===== src/rtl/data_mem_arbiter_pkg.sv =====
// Shared types for the data-memory arbiter: FSM states, requester ids and
// default bus widths.
package data_mem_pkg;

  localparam int ADDR_W_DEF = 11;
  localparam int DATA_W_DEF = 32;

  typedef enum logic [1:0] {
    IDLE   = 2'd0,
    ACCESS = 2'd1,
    READ   = 2'd2,
    DONE   = 2'd3
  } state_t;

  typedef enum logic {
    REQ_CPU = 1'b0,
    REQ_DBG = 1'b1
  } req_id_t;

endpackage


===== src/rtl/data_mem_arbiter_pick.sv =====
// Winner select for the data-memory arbiter: CPU priority with a bounded
// run of CPU grants while debug waits.
module mem_arb_pick
  import data_mem_pkg::*;
#(
  parameter int MAX_CPU_BURST = 4
) (
  input  logic    clk,
  input  logic    rst_n,
  input  logic    i_arb,
  input  logic    i_cpu_req,
  input  logic    i_dbg_req,
  output req_id_t o_winner
);

  localparam int               CNT_W   = $clog2(MAX_CPU_BURST + 1);
  localparam logic [CNT_W-1:0] CNT_MAX = CNT_W'(MAX_CPU_BURST);

  logic [CNT_W-1:0] r_burst_cnt;
  logic [CNT_W-1:0] w_cnt_nxt;

  always_comb begin
    o_winner = REQ_CPU;
    if (i_dbg_req && (!i_cpu_req || (r_burst_cnt == CNT_MAX))) begin
      o_winner = REQ_DBG;
    end
  end

  // Only CPU grants made while debug is waiting extend the run; saturate, never wrap.
  always_comb begin
    w_cnt_nxt = r_burst_cnt;
    if (!i_dbg_req || (o_winner == REQ_DBG)) begin
      w_cnt_nxt = '0;
    end else if (r_burst_cnt != CNT_MAX) begin
      w_cnt_nxt = r_burst_cnt + 1'b1;
    end
  end

  always_ff @(posedge clk or negedge rst_n) begin
    if (!rst_n) begin
      r_burst_cnt <= '0;
    end else if (i_arb) begin
      r_burst_cnt <= w_cnt_nxt;
    end
  end

endmodule


===== src/rtl/data_mem_arbiter.sv =====
// Serializes CPU and debug accesses onto the single-port data memory and
// sequences the memory control signals (write: 3 cycles, read: 4 cycles).
module data_mem_arbiter
  import data_mem_pkg::*;
#(
  parameter int ADDR_W        = ADDR_W_DEF,
  parameter int DATA_W        = DATA_W_DEF,
  parameter int MAX_CPU_BURST = 4
) (
  input  logic              clk,
  input  logic              rst_n,
  input  logic              cpu_req,
  input  logic              cpu_we,
  input  logic [ADDR_W-1:0] cpu_addr,
  input  logic [DATA_W-1:0] cpu_wdata,
  output logic              cpu_ack,
  output logic [DATA_W-1:0] cpu_rdata,
  input  logic              dbg_req,
  input  logic              dbg_we,
  input  logic [ADDR_W-1:0] dbg_addr,
  input  logic [DATA_W-1:0] dbg_wdata,
  output logic              dbg_ack,
  output logic [DATA_W-1:0] dbg_rdata,
  output logic [ADDR_W-1:0] mem_addr,
  output logic [DATA_W-1:0] mem_wdata,
  output logic              mem_wren,
  input  logic [DATA_W-1:0] mem_rdata,
  output logic              busy,
  output logic              grant_dbg
);

  state_t            r_state;
  state_t            w_state_nxt;
  req_id_t           w_pick;
  req_id_t           r_winner;
  logic              r_we;
  logic              r_mem_wren;
  logic [ADDR_W-1:0] r_mem_addr;
  logic [DATA_W-1:0] r_mem_wdata;
  logic              r_cpu_ack;
  logic              r_dbg_ack;
  logic [DATA_W-1:0] r_cpu_rdata;
  logic [DATA_W-1:0] r_dbg_rdata;
  logic              w_arb;
  logic              w_sel_we;
  logic [ADDR_W-1:0] w_sel_addr;
  logic [DATA_W-1:0] w_sel_wdata;

  assign w_arb = (r_state == IDLE) && (cpu_req || dbg_req);

  mem_arb_pick #(
    .MAX_CPU_BURST(MAX_CPU_BURST)
  ) u_pick (
    .clk      (clk),
    .rst_n    (rst_n),
    .i_arb    (w_arb),
    .i_cpu_req(cpu_req),
    .i_dbg_req(dbg_req),
    .o_winner (w_pick)
  );

  always_comb begin
    w_sel_we    = cpu_we;
    w_sel_addr  = cpu_addr;
    w_sel_wdata = cpu_wdata;
    if (w_pick == REQ_DBG) begin
      w_sel_we    = dbg_we;
      w_sel_addr  = dbg_addr;
      w_sel_wdata = dbg_wdata;
    end
  end

  always_ff @(posedge clk or negedge rst_n) begin
    if (!rst_n) begin
      r_state <= IDLE;
    end else begin
      r_state <= w_state_nxt;
    end
  end

  always_comb begin
    w_state_nxt = r_state;
    case (r_state)
      IDLE:    if (cpu_req || dbg_req) w_state_nxt = ACCESS;
      ACCESS:  w_state_nxt = r_we ? DONE : READ;
      READ:    w_state_nxt = DONE;
      DONE:    w_state_nxt = IDLE;
      default: w_state_nxt = IDLE;
    endcase
  end

  // mem_wren and the acks default low each cycle, so they can only ever pulse.
  always_ff @(posedge clk or negedge rst_n) begin
    if (!rst_n) begin
      r_winner    <= REQ_CPU;
      r_we        <= 1'b0;
      r_mem_wren  <= 1'b0;
      r_mem_addr  <= '0;
      r_mem_wdata <= '0;
      r_cpu_ack   <= 1'b0;
      r_dbg_ack   <= 1'b0;
      r_cpu_rdata <= '0;
      r_dbg_rdata <= '0;
    end else begin
      r_mem_wren <= 1'b0;
      r_cpu_ack  <= 1'b0;
      r_dbg_ack  <= 1'b0;
      if (w_arb) begin
        r_winner    <= w_pick;
        r_we        <= w_sel_we;
        r_mem_addr  <= w_sel_addr;
        r_mem_wdata <= w_sel_wdata;
        r_mem_wren  <= w_sel_we;
      end
      if (r_state == READ) begin
        if (r_winner == REQ_DBG) begin
          r_dbg_rdata <= mem_rdata;
        end else begin
          r_cpu_rdata <= mem_rdata;
        end
      end
      if (w_state_nxt == DONE) begin
        r_cpu_ack <= (r_winner == REQ_CPU);
        r_dbg_ack <= (r_winner == REQ_DBG);
      end
    end
  end

  assign cpu_ack   = r_cpu_ack;
  assign dbg_ack   = r_dbg_ack;
  assign cpu_rdata = r_cpu_rdata;
  assign dbg_rdata = r_dbg_rdata;
  assign mem_addr  = r_mem_addr;
  assign mem_wdata = r_mem_wdata;
  assign mem_wren  = r_mem_wren;
  assign busy      = (r_state != IDLE);
  assign grant_dbg = (r_winner == REQ_DBG);

endmodule


===== config.mk =====
export PLATFORM = sky130hd
export DESIGN_NAME = data_mem_arbiter
export DESIGN_NICKNAME = d
export VERILOG_FILES = /design/src/rtl/data_mem_arbiter_pkg.sv /design/src/rtl/data_mem_arbiter_pick.sv /design/src/rtl/data_mem_arbiter.sv
export SDC_FILE = /design/constraint.sdc
export NUM_CORES = 1
export LEC_CHECK = 0
export ABC_AREA = 1
export CAP_MARGIN = 40
export CORE_MARGIN = 2
export CORE_UTILIZATION = 42
export CTS_BUF_LIST = sky130_fd_sc_hd__clkbuf_16
export DETAILED_ROUTE_END_ITERATION = 10
export PLACE_DENSITY = 0.83
export SYNTH_ARGS = -nofsm -noshare
export SYNTH_HDL_FRONTEND = slang
export SYNTH_HIERARCHICAL = 1
export SYNTH_SLANG_ARGS = --single-unit

===== constraint.sdc =====
create_clock -name clk -period 1.8 [get_ports clk]
set_input_delay 0.27 -clock clk [delete_from_list [all_inputs] [get_ports clk]]
set_output_delay 0.27 -clock clk [all_outputs]
set_load 0.1 [all_outputs]

# Word-level counts from Yosys, hierarchy flattened

Cells that the tools add are included.

Bits in registers: 117
Input bits: 124
Logic and storage cells: 44

$add $sub $neg: 1
Equality and inequality tests: 6
Multiplexer cells: 12
Bitwise gates (word level): 1
Reduce and logical (&&, ||, !) cells: 13

Operators with widths:

| cell                                                            | number |
|---|---|
| 32-bit 2-to-1 mux                                               | 1 |
| 11-bit 2-to-1 mux                                               | 1 |
| 2-bit case mux with 4 select lines                              | 1 |
| 2-bit == test, second input constant                            | 3 |
| 1-bit 2-to-1 mux                                                | 6 |
| 3-bit 2-to-1 mux                                                | 2 |
| 2-bit AND reduction                                             | 3 |
| 2-bit nonzero test                                              | 2 |
| 3-bit by 1-bit adder with 3-bit output, second input constant   | 1 |
| 3-bit == test, second input constant                            | 1 |
| 1-bit logical OR                                                | 3 |
| 3-bit != test, second input constant                            | 1 |
| 2-bit by 1-bit == test with 1-bit output, second input constant | 1 |
| 1-bit logical AND                                               | 2 |
| 1-bit logical NOT                                               | 2 |
| 2-bit logical NOT                                               | 1 |
| 2-bit 2-to-1 mux                                                | 1 |
| 1-bit NOT                                                       | 1 |

# Logic depth before layout (Yosys ltp)

Word-level depth: 7
Mapped depth: 11
Depth with buffers taken out: 9

# Hierarchy

Netlist, hierarchy kept.

Modules (own cells, without submodules):

| module           | times used | cells an instance | area an instance (sq um) |
|---|---|---|---|
| data_mem_arbiter | 1          | 595               | 4913.5 |
| mem_arb_pick     | 1          | 27                | 210.2 |

# Worst setup path after synthesis

Ideal clock, no wire load.

Path type: register -> register
From: reg r_winner, in the netlist grant_dbg
To: reg r_dbg_rdata[10], in the netlist dbg_rdata[10]
Arrival: 1.540 ns
Data required time: 1.670 ns
Path slack: 0.131 ns
Cell stages (with the launch flop): 5
Path buffers: 1
Clock period less this slack: 1.669 ns
Cell sequence: dfrtp_1 -> nand2_2 -> buf_2 -> nand2_1 -> o21ai_0

Longest elaborated chain between the ends: 1

Ends and longest elaborated chain:

| item                          | line                    | text |
|---|---|---|
| start: declaration            | data_mem_arbiter.sv:35  | `req_id_t r_winner;` |
| start signal: assignment      | data_mem_arbiter.sv:109 | `r_winner <= w_pick;` |
| 2-bit AND reduction (no line) | -                       |  |
| end signal: assignment        | data_mem_arbiter.sv:117 | `r_dbg_rdata <= mem_rdata;` |
| end: declaration              | data_mem_arbiter.sv:43  | `logic [DATA_W-1:0] r_dbg_rdata;` |

Every way passes these cells.
A chain may end at the register's enable or synchronous reset.

# Worst setup path in the final report

From: reg r_state[0]
To: out busy

Longest elaborated chain between the ends: 1

Ends and longest elaborated chain:

| item                     | line                    | text |
|---|---|---|
| start: declaration       | data_mem_arbiter.sv:32  | `state_t r_state;` |
| start signal: assignment | data_mem_arbiter.sv:77  | `r_state <= w_state_nxt;` |
| 2-bit nonzero test       | data_mem_arbiter.sv:136 | `assign busy = (r_state != IDLE);` |
| end: declaration         | data_mem_arbiter.sv:28  | `output logic busy,` |

Every way passes these cells.

==> impl.org <==
** GRT
- Global-route usage over all layers :: between 20% and 30%
- First-pass GRT wire length :: 21.2 mm
- The total overflow left after global routing is 0.
- The number of antenna violations at the first check in global routing was 0.
- Largest net degree at the start of global routing :: 65
- The number of global-route vias before repair was 4462.

** Final layout
- Layout net count :: a little under 1000
- Relative to the synthesized area, the layout overhead comes to 55.8%.
- The post-route netlist has 18.5% of its cells at a drive strength greater than 1.
- Antenna diodes :: 0

** Timing
- At the pin with the least slew margin, the transition time is ~440 ps.
- After routing, the total negative slack on setup checks comes to 0 ps.
- The number of max-slew violations in the final report came to 0.
- Min Tclk post-route :: about 1700 ps
- RSZ-0062 raised after global routing :: false
- Maximum clock frequency :: approximately 0.61 GHz
- Setup violations remaining at the end of the flow were counted as 0.
- Maximum clock skew at final layout :: between 9 and 10 ps
- In the finished design, the share of the clock period the worst path needs comes to between 90% and 100%.
- Final hold slack :: 292 ps
- Hold violation count in the final report :: 0
- Relative slew slack :: around 71%

** Logic synthesis
- Counting distinct cell types in the post-synthesis netlist gives 21.
- Post-synthesis instance area :: just over 5000 sq um
- The number of nets in the synthesized netlist is approximately 750.
- Sequential-to-total area share from yosys stat :: a little under three fifths
- During synthesis, Yosys emitted a total of 6 warnings.
- Post-synthesis area per instance :: 8.24 sq um
- Synthesis produced a netlist whose cell count is 622.
- Flip-flop and latch count after synthesis :: about 120

** Die
- Die outline width :: 114 um
- Placeable core region :: between 10000 and 15000 sq um
- For this configuration, the core starts out at a cell density of approximately 43%.
- In this run the vertical extent of the chip is around 110 um.
- Area of the die :: 13100 sq um
- approximately 240 I/O pins were placed.
- The initialized floorplan defines 40 standard-cell rows.

** Routing
- Routed wire per std cell :: approximately 13 um
- In the routed design, unresolved DRC markers number 0.
- After the first detailed-routing iteration, the DRC count stood at roughly 360.
- The final route contains ~4600 vias.
- Detailed-router iteration count before antenna repair :: 5
- DRT antenna net count :: 0
- Detailed-route vias per instance :: approximately 4.6
- For this block, the routed nets add up to 13.2 mm of wire.

** Worst setup path
- Of all nets on the critical path, the largest fanout is 3.
- The most critical setup path has its startpoint at r_state[0]$_DFF_PN0_.
- In this run the critical register-to-register path is launched from u_pick/r_burst_cnt[0]$_DFFE_PN0P_.
- The critical path is of the reg -> out type.
- For the worst setup path, the data arrival time is roughly 1400 ps.
- Critical path endpoint category :: output port
- Data on the critical path is required at its endpoint by around 1500 ps.
- Crit start category :: register

** Clock tree
- After clock tree synthesis, the setup repair step added 0 buffers.
- Clock tree synthesis selected as its root buffer the cell clkbuf_16.
- After clock tree synthesis, the clock-pin slew on the worst setup and hold paths is 60 ps.
- TritonCTS clock tree :: built
- The later pin in the worst-skew pair is clocked with a latency of 390 ps.
- Number of clock buffers inserted by TritonCTS :: 17
- The clock drives between 100 and 150 sinks.
- Maximum clock path buffer count :: 2
- Number of levels the H-tree was split into :: 4

** Run status
- The run finished with clean final reports.

** Placement
- The wire-length estimate of the detail-placed layout is roughly 9.4 mm.
- At the end of routability-driven placement, the weighted congestion stood at just under 0.8.
- In this run the tool buffered the top-level ports with 235 buffer cells.

** Job
- Max-cap violations in this run came to 0.

** Min path
- The tightest min-delay check is of the in -> async type.
[cell families (layout without fill, tap and decap cells)]
kind of cell	count (synthesis)	count (layout)	share of synthesized area, %
buffers and inverters	76	323	8.16
DFF	117	117	57.1
adders and majority gates	6	6	1.47
AOI/OAI and AO/OA	69	69	6.98
and+or+nand+nor	354	354	26.3
[synth_stat cells]
master / n / area share [%]
a21boi_0: 1 / 0.15
a21oi_2: 1 / 0.17
and2_1: 1 / 0.12
buf_12: 4 / 1.6
buf_2: 14 / 1.4
buf_4: 8 / 1.2
buf_6: 1 / 0.22
clkbuf_1: 3 / 0.22
clkbuf_8: 1 / 0.27
dfrtp_1: 117 / 57
ha_1: 6 / 1.5
inv_1: 42 / 3.1
inv_2: 2 / 0.15
inv_4: 1 / 0.12
nand2_1: 338 / 25
nand2_2: 4 / 0.49
nand3_1: 3 / 0.29
nor2_1: 8 / 0.59
o21ai_0: 65 / 6.3
o21ai_2: 1 / 0.17
o21bai_1: 1 / 0.15
[worst max-delay path, cell delays in order, from the launching register on]
cell and delay (ps):
dfrtp_1 390, inv_1 110, ha_2 240, inv_1 80, buf_12 170
[state kept, by name, indices dropped and copies added (netlist names)]
signal and cells:
mem_wren 1, r_state 2, cpu_rdata 32, cpu_ack 1
dbg_ack 1, grant_dbg 1, dbg_rdata 32, mem_wdata 32
r_we 1, mem_addr 11, u_pick/r_burst_cnt 3
[stage by stage]
step | util, % | worst slack [ps] | instances | cell area (sq um)
2_1_floorplan | - | 131 | 622 | 5120
3_3_place_gp | 62.0 | 66.5 | 984 | 7420
3_5_place_dp | 62.0 | 40.1 | 984 | 7420
4_1_cts | 66.7 | 43.8 | 1016 | 7980
5_1_grt | 66.7 | 57.6 | 1016 | 7980
6_report | 66.7 | 148 | 1016 | 7980
[final timing paths]
check | to | slack [ps] | cells after the start
worst min register to register | mem_wdata[9]$_DFFE_PN0P_ | 480 | 2
min in group clk | dbg_rdata[13]$_DFFE_PN0P_ | 460 | 3
max in group asynchronous | mem_wdata[12]$_DFFE_PN0P_ | 940 | 3
worst min-delay path | cpu_rdata[10]$_DFFE_PN0P_ | 290 | 2
worst max register to register | mem_wdata[26]$_DFFE_PN0P_ | 250 | 9
worst max-delay path | busy | 150 | 4
[timing repair]
item	CTS	global route
endpoints found under the setup margin	0	1
hold buffers	1	0
hold endpoints to repair	15	0
resized for setup	0	1
[layer usage]
metal / wire length (um) / vias up / track usage, % / part of all wire [%]
li1: - / 2361 / - / -
met2: 6210 / 213 / 34.0 / 47
met5: 0 / - / 0 / 0
met3: 1340 / 12 / 8.73 / 10
met1: 5500 / 2057 / 24.9 / 42
met4: 144 / 0 / 6.26 / 1.1
[layout by cell type, fill, tap and decap left out, drive strengths merged]
cell type	count
nand2	342
nand3	3
bufinv	2
ha	6
clkinv	7
o21ai	66
dfrtp	117
clkbuf	17
and2	1
nor2	8
a21boi	1
inv	48
a21oi	1
o21bai	1
buf	124
clkdlybuf4s50	122
dlygate4sd3	1
clkinvlp	2
[layout make-up]
type | count | area, sq um
clock buffer | 17 | 425
clock inverter | 14 | 123
fill | 987 | 3980
inverter | 45 | 171
multi-input combinational | 429 | 1800
sequential | 117 | 2930
tap | 147 | 184
timing repair buffer | 247 | 2350
Power is left out: the tool's default activity adds up to more than one toggle a clock period on the data nets, which glitch-free logic cannot reach.
